## src/rtl/rf_arb_defs.sv

```systemverilog
// rtl/rf_arb_defs.sv - shared encodings and widths for the register-file write-port arbiter
package rf_arb_defs;

  localparam int CHOOSE_W = 3;
  localparam int ADDR_W   = 5;
  localparam int CNT_W    = 4;

  localparam logic [1:0] ST_IDLE  = 2'd0;
  localparam logic [1:0] ST_GRANT = 2'd1;
  localparam logic [1:0] ST_BURST = 2'd2;

endpackage

```

## src/rtl/rf_wp_arbiter_rr_pick.sv

```systemverilog
// rtl/rf_wp_arbiter_rr_pick.sv - rotate-priority encoder: first set request at or after ptr
module rr_pick
  import rf_arb_defs::*;
#(
  parameter int N_REQ = 8
) (
  input  logic [N_REQ-1:0]    req_m,
  input  logic [CHOOSE_W-1:0] ptr,
  output logic                found,
  output logic [CHOOSE_W-1:0] win
);

  logic [CHOOSE_W:0] idx;

  // Walk ptr, ptr+1, ... modulo N_REQ and keep the first requester seen.
  always_comb begin
    found = 1'b0;
    win   = '0;
    idx   = '0;
    for (int k = 0; k < N_REQ; k++) begin
      idx = {1'b0, ptr} + (CHOOSE_W+1)'(k);
      if (idx >= (CHOOSE_W+1)'(N_REQ)) begin
        idx = idx - (CHOOSE_W+1)'(N_REQ);
      end
      if (!found && req_m[idx[CHOOSE_W-1:0]]) begin
        found = 1'b1;
        win   = idx[CHOOSE_W-1:0];
      end
    end
  end

endmodule

```

## src/rtl/rf_wp_arbiter.sv

```systemverilog
// rtl/rf_wp_arbiter.sv - round-robin GRF write-port arbiter with locked bursts (option: RF_ARB_ZERO_FILTER_EN)
module rf_wp_arbiter
  import rf_arb_defs::*;
#(
  parameter int N_REQ     = 8,
  parameter int MAX_BURST = 4
) (
  input  logic                    clk,
  input  logic                    reset,
  input  logic [N_REQ-1:0]        req,
  input  logic [N_REQ-1:0]        lock,
  input  logic [ADDR_W*N_REQ-1:0] addr_flat,
  output logic [N_REQ-1:0]        grant,
  output logic [CHOOSE_W-1:0]     choose,
  output logic                    wr_en,
  output logic                    busy
);

  localparam logic [N_REQ-1:0] ONE      = N_REQ'(1);
  localparam logic [CNT_W-1:0] CNT_LAST = CNT_W'(MAX_BURST - 1);

  logic [1:0]          st;
  logic [CHOOSE_W-1:0] ptr;
  logic [CNT_W-1:0]    cnt;

  logic                hold_v;
  logic [N_REQ-1:0]    req_m;
  logic                burst_go;
  logic                found;
  logic [CHOOSE_W-1:0] win;

  logic [1:0]          nxt_st;
  logic [CHOOSE_W-1:0] nxt_idx;
  logic [CHOOSE_W-1:0] nxt_ptr;
  logic [CNT_W-1:0]    nxt_cnt;
  logic                nxt_gv;
  logic [ADDR_W-1:0]   nxt_addr;
  logic                nxt_wr;

  function automatic logic [CHOOSE_W-1:0] ptr_after(input logic [CHOOSE_W-1:0] i);
    return (i == CHOOSE_W'(N_REQ - 1)) ? '0 : i + CHOOSE_W'(1);
  endfunction

  rr_pick #(.N_REQ(N_REQ)) u_pick (
    .req_m (req_m),
    .ptr   (ptr),
    .found (found),
    .win   (win)
  );

  // Decide next holder: continue a locked burst, else rotate with the holder masked out.
  always_comb begin
    hold_v   = (st != ST_IDLE);
    req_m    = req & ~(hold_v ? (ONE << choose) : '0);
    burst_go = hold_v && req[choose] && lock[choose] && (cnt < CNT_LAST);
    nxt_st   = ST_IDLE;
    nxt_idx  = choose;
    nxt_ptr  = ptr;
    nxt_cnt  = '0;
    nxt_gv   = 1'b0;
    if (burst_go) begin
      nxt_st  = ST_BURST;
      nxt_cnt = cnt + CNT_W'(1);
      nxt_gv  = 1'b1;
    end else if (found) begin
      nxt_st  = ST_GRANT;
      nxt_idx = win;
      nxt_ptr = ptr_after(win);
      nxt_gv  = 1'b1;
    end else if (hold_v && req[choose]) begin
      // Holder is the only one asking: serve it again rather than idle the port.
      nxt_st  = ST_GRANT;
      nxt_ptr = ptr_after(choose);
      nxt_gv  = 1'b1;
    end
  end

  // Write enable for the upcoming grant, optionally suppressing writes to $0.
  always_comb begin
    nxt_addr = addr_flat[int'(nxt_idx)*ADDR_W +: ADDR_W];
`ifdef RF_ARB_ZERO_FILTER_EN
    nxt_wr   = nxt_gv && (nxt_addr != '0);
`else
    nxt_wr   = nxt_gv;
`endif
  end

  // Register state and all outputs; choose keeps its last value while idle.
  always_ff @(posedge clk) begin
    if (reset) begin
      st     <= ST_IDLE;
      ptr    <= '0;
      cnt    <= '0;
      choose <= '0;
      grant  <= '0;
      wr_en  <= 1'b0;
    end else begin
      st     <= nxt_st;
      ptr    <= nxt_ptr;
      cnt    <= nxt_cnt;
      choose <= nxt_idx;
      grant  <= nxt_gv ? (ONE << nxt_idx) : '0;
      wr_en  <= nxt_wr;
    end
  end

  assign busy = |grant;

endmodule

```

## config.mk

```make
export PLATFORM = sky130hd
export DESIGN_NAME = rf_wp_arbiter
export DESIGN_NICKNAME = d
export VERILOG_FILES = /design/src/rtl/rf_arb_defs.sv /design/src/rtl/rf_wp_arbiter_rr_pick.sv /design/src/rtl/rf_wp_arbiter.sv
export SDC_FILE = /design/constraint.sdc
export NUM_CORES = 1
export LEC_CHECK = 0
export ABC_AREA = 1
export CAP_MARGIN = 25
export CORE_ASPECT_RATIO = 0.9
export CORE_MARGIN = 1
export CORE_UTILIZATION = 41
export CTS_CLUSTER_SIZE = 25
export DETAILED_ROUTE_END_ITERATION = 6
export GPL_TIMING_DRIVEN = 0
export PLACE_DENSITY_LB_ADDON = 0.08
export SETUP_SLACK_MARGIN = 0.05
export SYNTH_ARGS = -nofsm -noshare
export SYNTH_HDL_FRONTEND = slang
export SYNTH_SLANG_ARGS = --single-unit
```

## constraint.sdc

```tcl
create_clock -name clk -period 2.9 [get_ports clk]
set_clock_uncertainty 0.05 [all_clocks]
set_input_delay 0.29 -clock clk [delete_from_list [all_inputs] [get_ports clk]]
set_output_delay 0.29 -clock clk [all_outputs]
set_load 0.05 [all_outputs]
```

Word-level counts from Yosys, hierarchy flattened. Cells that the tools add are included.

Flip-flop bits (word level): 21. Bits of input ports: 58. Output and inout bits: 13. Word-level logic and storage cells: 132.

$add $sub $neg: 18. $lt $le $gt $ge: 18. Equal/unequal tests: 2. Shift-type cells: 2. Muxes and demuxes: 57. Bitwise gates (word level): 4. Reductions and logical operators: 24.

Operators by type and width (number): 2-to-1 mux 3 bit (22); less-than comparator 3 x 4 -> 1 bit, second input constant (9); binary-select mux 1 bit (select 3 bit) (10); greater-or-equal comparator 4 bit, second input constant (7); subtractor 3 x 1 -> 3 bit, second input constant (8); 2-to-1 mux 1 bit (23); adder 3 x 3 -> 4 bit, second input constant (4); << shifter 1 x 3 -> 8 bit, first input constant (2); logical AND 1 bit (10); adder 3 x 2 -> 4 bit, second input constant (2); AND 8 bit (1); 2-to-1 mux 8 bit (1); inverter 8 bit (1); OR reduction 8 bit (1); zero test 1 bit (7); adder 3 x 1 -> 3 bit, second input constant (2); equality test 3 bit, second input constant (2); OR reduction 2 bit (3); adder 3 x 1 -> 4 bit, second input constant (1); adder 4 x 1 -> 4 bit, second input constant (1); greater-or-equal comparator 3 x 4 -> 1 bit, second input constant (1); less-than comparator 4 x 2 -> 1 bit, second input constant (1); nonzero test 2 bit (2); 2-to-1 mux 2 bit (1); 2 further kinds (3).

Longest topological paths before layout.
Depth after elaboration: 32. Gate-level depth with buffers: 25.

By module. A second synthesis with hierarchy kept.

Cells, all modules: 302. Area total of the unflattened synthesis: 2029.4 um2.

Modules (own cells, without submodules): rf_wp_arbiter (times used 1, cells each 166, area each 1282.5 um2, seq. area each 420.4 um2); rr_pick (times used 1, cells each 136, area each 747.0 um2, seq. area each 0.0 um2).

Least setup slack after synthesis. OpenSTA, ideal clock, no wires.

Kind: register to register. Start: reg choose[1]. End: reg ptr[1]. Data arrival time: 2.837 ns. Slack: -0.110 ns. Cell stages (with the launch flop): 22. Path through: dfxtp_1 > ha_1 > ha_1 > o21ai_0 > nand3_1 > nand3_2 > nand2_1 > nand2_1 > nand2_2 > nand4_2 > nor2_4 > nand3_1 > nand2_1 > inv_1 > nand2_2 > nand2_1 > inv_1 > ha_1 > nand2_1 > nand2_1 > o21ai_1 > a21oi_1.

Cells in the longest elaborated chain, start to end: 31.

RTL lines: start: declaration (line rf_wp_arbiter.sv:14) `output logic [CHOOSE_W-1:0] choose,`; start signal: assignment (line rf_wp_arbiter.sv:101) `choose <= nxt_idx;`; << shifter 1 x 3 -> 8 bit (line rf_wp_arbiter.sv:54) `req_m = req & ~(hold_v ? (ONE << choose) : '0);`; 2-to-1 mux 8 bit (line rf_wp_arbiter.sv:54); inverter 8 bit (line rf_wp_arbiter.sv:54); AND 8 bit (line rf_wp_arbiter.sv:54); binary-select mux 1 bit (select 3 bit) (line rf_wp_arbiter_rr_pick.sv:25) `if (!found && req_m[idx[CHOOSE_W-1:0]]) begin`; 2-to-1 mux 1 bit (implied by the code) (line rf_wp_arbiter_rr_pick.sv:25); 2-to-1 mux 1 bit (line rf_wp_arbiter_rr_pick.sv:25); zero test 1 bit (line rf_wp_arbiter_rr_pick.sv:25); [... 15 more ...]; logical AND 1 bit (line rf_wp_arbiter_rr_pick.sv:25); 2-to-1 mux 1 bit (line rf_wp_arbiter_rr_pick.sv:25); zero test 1 bit (line rf_wp_arbiter_rr_pick.sv:25); logical AND 1 bit (line rf_wp_arbiter_rr_pick.sv:25); 2-to-1 mux 3 bit (line rf_wp_arbiter_rr_pick.sv:25); adder 3 x 1 -> 3 bit or equality test 3 bit (tied branches) (line rf_wp_arbiter.sv:41) `return (i == CHOOSE_W'(N_REQ - 1)) ? '0 : i + CHOOSE_W'(1);`; 2-to-1 mux 3 bit (line rf_wp_arbiter.sv:41); 2-to-1 mux 3 bit (line rf_wp_arbiter.sv:65) `end else if (found) begin`; end signal: assignment (line rf_wp_arbiter.sv:99) `ptr <= nxt_ptr;`; end: declaration (line rf_wp_arbiter.sv:23) `logic [CHOOSE_W-1:0] ptr;`.

Parallel ways exist; a longest one is shown, timed or not. The select of a mux whose other input is x is not followed. A chain may end at the register's enable or synchronous reset.

Final worst setup path. Ends and elaborated chain as after synthesis.

==> metrics.md <==
| Metric | Value |
|---|---|
| Setup Viol. Count Final | 0 |
| Lkg Pwr | 1.30 nW |
| Vias per cell | 4.97 |
| Syn_area_per_cell | 6.60 µm² |
| Ports | 71 |
| Clk root buf | clkbuf_8 |
| Layout cell share with drive strength beyond 1 | 0.371 |
| Ys Warns | 0 |
| Primary FF master, synth | dfxtp_1 |
| Initial DRC Count | 97 |
| Total grt overflow | 0 |
| Min setup slack post-route | 0.144 ns |
| Tcrit/Tclk final | 0.950 |
| Area of the die | 0.00514 mm² |
| Critical Path Sink Type | flip-flop |
| First-pass GRT wire length | 8290 µm |
| Skew-Pair Late Insertion Delay | 0.26 ns |
| Async S/R FF share, synth | 0 |
| EDFF count, synth | 0 |
| Crit-path max cell delay | 0.42 ns |
| Critical path's slowest cell | dfxtp_4 |
| Overall routed net length | 5280 µm |
| Core Box Area | 0.00455 mm² |
| Critical path required time | 3.01 ns |
| #FFs+latches synth | 21 |
| CP startpoint | choose[1] |
| Met3 usage | 0.0309 |
| Die height | 68.1 µm |
| RSZ-0062 raised after global routing | true |
| Met1 usage | 0.314 |
| Starting Density | 0.438 |
| Worst setup SP type | flip-flop |
| Max Transition Viols Final | 0 |
| Slew Limit Headroom | 0.665 |
| Status | complete, no violations |
| R2r setup slk | 0.14 ns |
| # diodes | 0 |
| Met2 Use GR | 0.331 |
| RePlAce Congestion | 0.851 |
| Hold Vio Cnt, Final | 0 |
| TritonCTS clock tree | done |
| End of the worst register-to-register path | ptr[1] |
| Area leader, netlist | dfxtp_1 |
| R2r startpoint | choose[1] |
| DRC Markers | 0 |
| Mapped Area | 0.00199 mm² |
| Row count | 23 |
| CTS Buf Count | 3 |
| Commonest cells post-synth | 67 x nand2_1, 44 x nand3_1, 31 x inv_1 |
| Max clock buf depth | 2 |
| Crit-path max FO | 5 |
| Vias in the first global route | 1807 |
| Least-Margin Pin Slew | 0.501 ns |
| Most numerous cell in the Yosys netlist | nand2_1 |
| R2R depth | 22 |
| Setup crit end | ptr[1] |
| Fin nets | 422 |
| Gr usage total | 0.212 |
| Placed Area | 0.00238 mm² |
| Max Cap Viol | 0 |
| Largest net degree at the start of global routing | 12 |
| Crit-path cells | buf_6, ha_4, inv_2, nor2_1, nand2_1, nand3_2, nand3_4, nand2_4, nand2_4, nand2_4, nand3_4, nor2_4, nor2_1, nor2_1, nand3_1, nand2_2, inv_2, ha_4, nand2_2, nand2_2, o21ai_2, a21oi_1 |
| Share of the yosys chip area belonging to registers | 0.211 |
| Vias post-DR | 2063 |
| Arrival time at the worst endpoint | 2.86 ns |
| Synth top area share | 0.211 |
| Mapped Cells | 302 |
| Horiz. Die Dim | 75.5 µm |
| Cell area power density | 1400 mW/mm² |
| WHS | 0.377 ns |
| Grt peak-use layer | met2 |
| F_max | 363 MHz |
| Dpl ws | -0.499 ns |
| Clock sink count | 21 |
| Core Util, Final | 0.628 |
| Netlist cell types | 36 |
| Clock-pin slew on the worst setup and hold paths | 0.07 ns |
| Peak VDD IR | 0.000464 V |
| HPWL Detailed | 3960 µm |
| DR WL/cell | 12.7 µm |
| Fin area | 0.00285 mm² |
| Hold Crit Class | reg2reg |
| P&R area growth vs syn | 43.3% |
| Pre-antenna DRT Iters | 4 |
| # H-tree levels | 1 |
| Setup CP Type | reg2reg |
| Antenna violations before repair | 0 |
| Port Buffers | 30 |
| Routed Antenna Nets | 0 |
| Final worst path period need | 2.76 ns |
| Synth area leaders | dfxtp_1 21%, nand2_1 13%, nand3_1 11% |
## area by class of cell
type	count	area (µm²)
clock buffers	4	45.0
well taps	62	77.6
inverters	42	188
flip-flops and latches	21	429
repair buffers	46	424
fillers	457	1690
multi-input cells	235	1650
plain buffers	5	40.0
## state kept, by name, summed over array words and instances (netlist names)
register	count
choose	3
grant	8
wr_en	1
cnt	4
st	2
ptr	3
## report_power, final
| group | internal [W] | switching, W | leakage, nW |
|---|---|---|---|
| logic | 0.00125 | 0.00212 | 1.10 |
| clock network | 0.0000978 | 0.0000909 | 0.0228 |
| registers | 0.000372 | 0.0000679 | 0.174 |
## metrics by stage
step	std cells	setup TNS, ns	power, W
floorplan	303	0	0.00248
global placement	395	-2.94	0.00303
detailed placement	395	-2.83	0.00304
CTS	403	0	0.00332
global route	415	-0.0777	0.00438
finish	415	0	0.00400
## per-layer routing
layer | wire length (µm) | vias to the layer above
li1 | - | 1092
met1 | 2650 | 928
met2 | 2430 | 39
met3 | 175 | 4
met4 | 25 | 0
met5 | 0 | -
## repair_timing
| action | CTS | global route |
|---|---|---|
| endpoints found under the setup margin | 16 | 5 |
| resized for setup | 12 | 64 |
| pin swaps | 2 | 36 |
| hold buffers | 0 | 0 |
| setup buffers | 4 | 12 |
| endpoints found under the hold margin | 0 | 0 |
## logic make-up after synthesis
family | share of synthesized area
AND/OR/NAND/NOR | 0.533
buffers and inverters | 0.0986
adder cells (fa/ha/maj) | 0.0628
other | 0.00188
XOR/XNOR | 0.0207
AO/OA/AOI/OAI | 0.0716
flip-flops | 0.211
## worst min path at each step
stage | endpoint | slack, ns | start | depth (start not counted)
after detailed placement | cnt[0] | 0.36 | cnt[0] | 1
after global placement | cnt[0] | 0.36 | cnt[0] | 1
final | cnt[0] | 0.38 | cnt[0] | 1
after floorplan | choose[1] | 0.30 | reset | 1
after global routing | cnt[0] | 0.40 | cnt[0] | 1
after CTS | cnt[0] | 0.38 | cnt[0] | 1
## critical path, delay by kind of cell, from the launching register on
kind	cells	cell delay (ns)
simple gates	15	1.46
flops	1	0.42
fa+ha+maj	2	0.33
buf+inv	3	0.21
compound gates	2	0.16
## placed cells by master, fill, tap and decap left out, types with 6 or more instances in the layout
cell	n
nand2_2	27
nand3_1	33
inv_1	24
a21oi_1	7
nand2_4	6
inv_2	13
nand3_4	6
o21ai_0	8
buf_4	16
nand2_1	52
clkdlybuf4s50_1	30
nand3_2	25
dfxtp_1	18
nor2_1	29
ha_4	6
(Power assumes the default switching activity.)
